## src/rtl/core_load_pkg.sv

```systemverilog
// core_load_pkg: shared state encoding and download index constants for core_load_ctrl.
package core_load_pkg;
  typedef enum logic [1:0] {LOAD, SETTLE, RUN} state_t;
  localparam logic [7:0] IDX_ROM = 8'd0;
  localparam logic [7:0] IDX_MOD = 8'd1;
  localparam logic [7:0] IDX_DIP = 8'd254;
  localparam int NUM_DIP = 3;
endpackage

```

## src/rtl/core_load_ctrl_reset_stretch.sv

```systemverilog
// reset_stretch: settle counter plus the registered core reset it stretches.
// Ports: clk_sys/reset_n clock and sync active-low reset; clear forces the
// counter to 0 and hold high; start lets the counter run while hold is high;
// hold is the registered core reset; last flags the final settle cycle.
module reset_stretch #(
  parameter int SETTLE_CYCLES = 4096
) (
  input  logic clk_sys,
  input  logic reset_n,
  input  logic start,
  input  logic clear,
  output logic hold,
  output logic last
);
  localparam int CW = SETTLE_CYCLES > 1 ? $clog2(SETTLE_CYCLES) : 1;
  logic [CW-1:0] cnt;
  assign last = cnt == CW'(SETTLE_CYCLES - 1);
  // hold drops on the same edge the controller moves to RUN, since both use last.
  always_ff @(posedge clk_sys) begin
    if (!reset_n || clear) begin
      cnt  <= '0;
      hold <= 1'b1;
    end else if (start && hold) begin
      if (last) hold <= 1'b0;
      else cnt <= cnt + 1'b1;
    end
  end
endmodule

```

## src/rtl/core_load_ctrl.sv

```systemverilog
// core_load_ctrl: routes HPS download bytes to ROM/game-select/DIP targets and sequences core reset.
// Ports: clk_sys, reset_n (sync active-low); ioctl_download/wr/index/addr/dout
// from the HPS; user_reset from OSD/button; rom_wr/rom_addr/rom_data to the
// game ROM; mod_sel and sw latched config; core_reset, load_busy, rom_err status.
module core_load_ctrl
  import core_load_pkg::*;
#(
  parameter int SETTLE_CYCLES = 4096,
  parameter int ROM_LIMIT     = 49152
) (
  input  logic        clk_sys,
  input  logic        reset_n,
  input  logic        ioctl_download,
  input  logic        ioctl_wr,
  input  logic [7:0]  ioctl_index,
  input  logic [24:0] ioctl_addr,
  input  logic [7:0]  ioctl_dout,
  input  logic        user_reset,
  output logic        rom_wr,
  output logic [15:0] rom_addr,
  output logic [7:0]  rom_data,
  output logic [7:0]  mod_sel,
  output logic [23:0] sw,
  output logic        core_reset,
  output logic        load_busy,
  output logic        rom_err
);
  state_t state, nxt;
  logic dl_q, rise, qual, rom_hit, rom_bad, dip_hit, last;
  // dl_q resets low so a download already active at reset release counts as a rising edge.
  assign rise    = ioctl_download & ~dl_q;
  assign qual    = ioctl_wr & ioctl_download;
  assign rom_hit = qual && ioctl_index == IDX_ROM && ioctl_addr < 25'(ROM_LIMIT);
  assign rom_bad = qual && ioctl_index == IDX_ROM && ioctl_addr >= 25'(ROM_LIMIT);
  assign dip_hit = qual && ioctl_index == IDX_DIP && ioctl_addr[24:3] == '0 &&
                   ioctl_addr[2:0] < 3'(NUM_DIP);
  always_comb begin
    nxt = state;
    if (rise) nxt = LOAD;
    else if (state == LOAD) nxt = ioctl_download ? LOAD : SETTLE;
    else if (user_reset) nxt = SETTLE;
    else if (state == SETTLE && last) nxt = RUN;
  end
  always_ff @(posedge clk_sys) begin
    if (!reset_n) state <= SETTLE;
    else state <= nxt;
  end
  // The counter is held at 0 throughout LOAD so SETTLE always starts from 0.
  reset_stretch #(.SETTLE_CYCLES(SETTLE_CYCLES)) u_stretch (
    .clk_sys (clk_sys),
    .reset_n (reset_n),
    .start   (state == SETTLE),
    .clear   (rise || user_reset || state == LOAD),
    .hold    (core_reset),
    .last    (last)
  );
  always_ff @(posedge clk_sys) begin
    if (!reset_n) begin
      dl_q      <= 1'b0;
      load_busy <= 1'b0;
      rom_wr    <= 1'b0;
      rom_addr  <= '0;
      rom_data  <= '0;
      rom_err   <= 1'b0;
      mod_sel   <= '0;
      sw        <= '1;
    end else begin
      dl_q      <= ioctl_download;
      load_busy <= nxt == LOAD;
      rom_wr    <= rom_hit;
      if (rom_hit) begin
        rom_addr <= ioctl_addr[15:0];
        rom_data <= ioctl_dout;
      end
      rom_err <= rom_bad | (rom_err & ~rise);
      if (qual && ioctl_index == IDX_MOD) mod_sel <= ioctl_dout;
      if (dip_hit) sw[{ioctl_addr[1:0], 3'b000} +: 8] <= ioctl_dout;
    end
  end
endmodule

```

## config.mk

```make
export PLATFORM = sky130hd
export DESIGN_NAME = core_load_ctrl
export DESIGN_NICKNAME = d
export VERILOG_FILES = /design/src/rtl/core_load_pkg.sv /design/src/rtl/core_load_ctrl_reset_stretch.sv /design/src/rtl/core_load_ctrl.sv
export SDC_FILE = /design/constraint.sdc
export NUM_CORES = 1
export LEC_CHECK = 0
export BUFFER_PORTS_ARGS = -buffer_cell sky130_fd_sc_hd__clkbuf_2
export CAP_MARGIN = 40
export CORE_MARGIN = 4
export CORE_UTILIZATION = 45
export CTS_BUF_LIST = sky130_fd_sc_hd__clkbuf_4 sky130_fd_sc_hd__clkbuf_8 sky130_fd_sc_hd__clkbuf_16
export DETAILED_ROUTE_END_ITERATION = 8
export GPL_TIMING_DRIVEN = 1
export PLACE_DENSITY = 0.78
export SETUP_SLACK_MARGIN = 0.02
export SYNTH_ARGS = -nofsm -noshare
export SYNTH_HDL_FRONTEND = slang
export SYNTH_SLANG_ARGS = --single-unit
```

## constraint.sdc

```tcl
create_clock -name clk_sys -period 1.9 [get_ports clk_sys]
set_input_delay 0.285 -clock clk_sys [delete_from_list [all_inputs] [get_ports clk_sys]]
set_output_delay 0.285 -clock clk_sys [all_outputs]
set_load 0.02 [all_outputs]
```

==> flow_metrics.py <==
metrics = {
    "finish": {
        "fin_nets": 533,
        "fin_area_um2": 4230,
        "fin_cells": 584,
        "antenna_cells": 0,
        "layout-area-overhead-vs-synth_pct": 32.3,
        "final_core_util": 0.616,
        "drive_gt1_frac": 0.332,
    },
    "setup_path": {
        "rr_worst_depth": 5,
        "crit_type": "input pin to flip-flop",
        "r2r_start": "u_stretch.cnt[0]$_SDFFE_PP0P_",
        "cp.arrival_ps": 2030,
        "crit_required_ps": 2150,
        "cp_max_fo": 8,
        "cp-end-kind": "flip-flop",
        "crit_start": "ioctl_addr[2]",
        "start_kind": "input pin",
    },
    "sta": {
        "relSlewSlack": 0.630,
        "fmax_ghz": 0.562,
        "layout_min_cycle_time_ps": 1780,
        "finalHoldViolations": 0,
        "setup_viol": 0,
        "final.setup.tns_ps": 0,
        "worst_slew_pin_slew_ps": 550,
        "postLayoutSetupSlackWorst_ps": 121,
        "hold_ws_ps": 192,
        "min_period_over_period": 0.936,
        "rsz0062_at_grt": "no",
        "skew_ps": 6.50,
        "drv_slew": 0,
    },
    "logic_synthesis": {
        "synth-edff-count": 0,
        "synthDistinctLibCells": 44,
        "synthArstFlopShare": 0,
        "yosysWarnings": 0,
        "yosys_register_bits": 75,
        "ys_top_cells_by_area": "dfxtp_1 47%, a21oi_1 5.3%, o21ai_0 5.0%, nand3_1 4.7%, o2bb2ai_1 4.4%",
        "synth_top_area_share": 0.469,
        "yosys.area.top_type": "dfxtp_1",
        "synth_flop_cell": "dfxtp_1",
        "syn-cell-area_um2": 3200,
        "syn_avg_cell_area_um2": 8.99,
        "ys_seq_area_frac": 0.469,
        "syn_inst": 356,
        "post-synth-top-count-cell": "dfxtp_1",
        "synth.net_count": 406,
        "synth_common_cells": "75 x dfxtp_1, 34 x a21oi_1, 34 x nor2_1",
    },
    "grt": {
        "grt_pass1_vias": 2944,
        "grt_start_max_net_pins": 25,
        "grtUsageTotal": 0.206,
        "antenna_found_initial": 0,
        "gr-total-overflow": 0,
        "grt_pass1_wl_mm": 14.1,
    },
    "hold_path": {
        "holdPathStages": 3,
        "holdCritPathClass": "input pin to flip-flop",
        "worstHoldStart": "ioctl_addr[4]",
    },
    "placement": {
        "port_buffers": 105,
        "post-dp-hpwl_mm": 6.73,
        "place_area_um2": 4030,
        "place_congestion": 0.797,
        "pre_cts_ws_ps": -199,
        "post-place-cells": 568,
    },
    "drt": {
        "drtAntennaViolNets": 0,
        "routed_wl_mm": 8.93,
        "routed_via_density": 5.57,
        "drt-initial-drc-count": 178,
        "drc": 0,
        "drt_pass1_iterations": 5,
        "vias": 3254,
        "post_drt_wl_per_cell_um": 15.3,
    },
    "clock_tree": {
        "clk_pin_slew_ps": 80,
        "cts_tree": "done",
        "cts_buffers": 9,
        "postCtsHoldBufs": 0,
        "clock_latency_ps": 340,
        "cts-root-buf": "clkbuf_8",
        "cts.sinks": 75,
        "h-tree-depth": 3,
        "clock_path_buffers": 2,
    },
    "status": {
        "status": "completed",
    },
    "power_and_ir_drop": {
        "p_leak_nw": 1.75,
        "power_mw": 2.98,
        "cellPowerDensity_nw_per_um2": 705,
        "ir_drop_v": 0.000381,
    },
    "die": {
        "fp.dieH_um": 92.3,
        "boundaryPins": 106,
        "placementRows": 30,
        "start_util": 0.466,
        "dieWidth_um": 92.3,
        "core_area_um2": 6870,
        "dieArea_um2": 8530,
    },
    "run": {
        "drv_cap": 0,
    },
}
==> state kept, by name (all words and copies together), names as in the netlist <==
signal,count
rom_err,1
rom_data,8
rom_addr,16
state,2
sw,24
load_busy,1
mod_sel,8
u_stretch.cnt,12
dl_q,1
rom_wr,1
u_stretch.hold,1
==> logic make-up (layout without fill, tap and decap cells) <==
family,count (synthesis),after routing,synth area share
buf+inv,26,158,0.0332
simple gates,131,131,0.235
flops,75,75,0.469
mux,9,9,0.0281
fa+ha+maj,4,4,0.0156
compound gates,108,108,0.211
xor+xnor,3,3,0.00821
==> cells in the final DEF, fill, tap and decap left out, types with 3 or more instances in the layout <==
master / Yosys / final
clkbuf_2: 0 / 105
and3_1: 3 / 3
o2bb2ai_1: 16 / 16
mux2i_1: 9 / 9
nor4_1: 4 / 4
a21oi_1: 34 / 34
buf_12: 0 / 3
buf_4: 0 / 28
dfxtp_1: 75 / 75
o21ai_0: 32 / 31
nand3_1: 30 / 30
nor3_1: 4 / 4
inv_1: 5 / 5
nand2_1: 16 / 16
nand4_1: 9 / 9
o211ai_1: 8 / 8
or3_1: 6 / 6
o31ai_1: 10 / 10
nand4b_1: 3 / 3
nor2_1: 34 / 34
clkbuf_8: 0 / 9
ha_1: 4 / 4
nor4_4: 3 / 3
==> path summary, 6_finish.rpt <==
check | to | slack [ps]
max | sw[0]$_SDFFE_PN1P_ | 120
min | rom_addr[4]$_SDFFE_PN0P_ | 190
max reg2reg | load_busy$_SDFF_PN0_ | 160
min reg2reg | u_stretch.hold$_SDFFE_PP1P_ | 470
==> power breakdown <==
group          internal (mW)  switching (mW)
Combinational         0.0698           0.107
Sequential              1.58         0.00402
Clock                  0.615           0.614
Total                   2.26           0.725
==> per-layer routing <==
layer	wire, um	vias to the layer above	track usage
li1	-	1587	-
met1	3860	1531	0.263
met2	4240	125	0.334
met3	723	11	0.0609
met4	113	0	0.0644
met5	0	-	0
==> layout make-up <==
cell class,count,area [um^2]
Fill cell,595,2640
Multi-Input combinational cell,255,1590
Sequential cell,75,1500
Timing Repair Buffer,136,796
Clock buffer,9,124
Tap cell,96,120
Clock inverter,7,76.3
Inverter,6,22.5
==> critical path: stages <==
cell	delay, ps
clkbuf_2	90
or4_1	530
or3_4	360
or4_4	540
o211ai_1	230
==> timing repair <==
item,CTS,global route
setup endpoints to repair,0,1
resized for setup,0,1
setup buffers,0,0
Power figures use the tool's default switching activity.
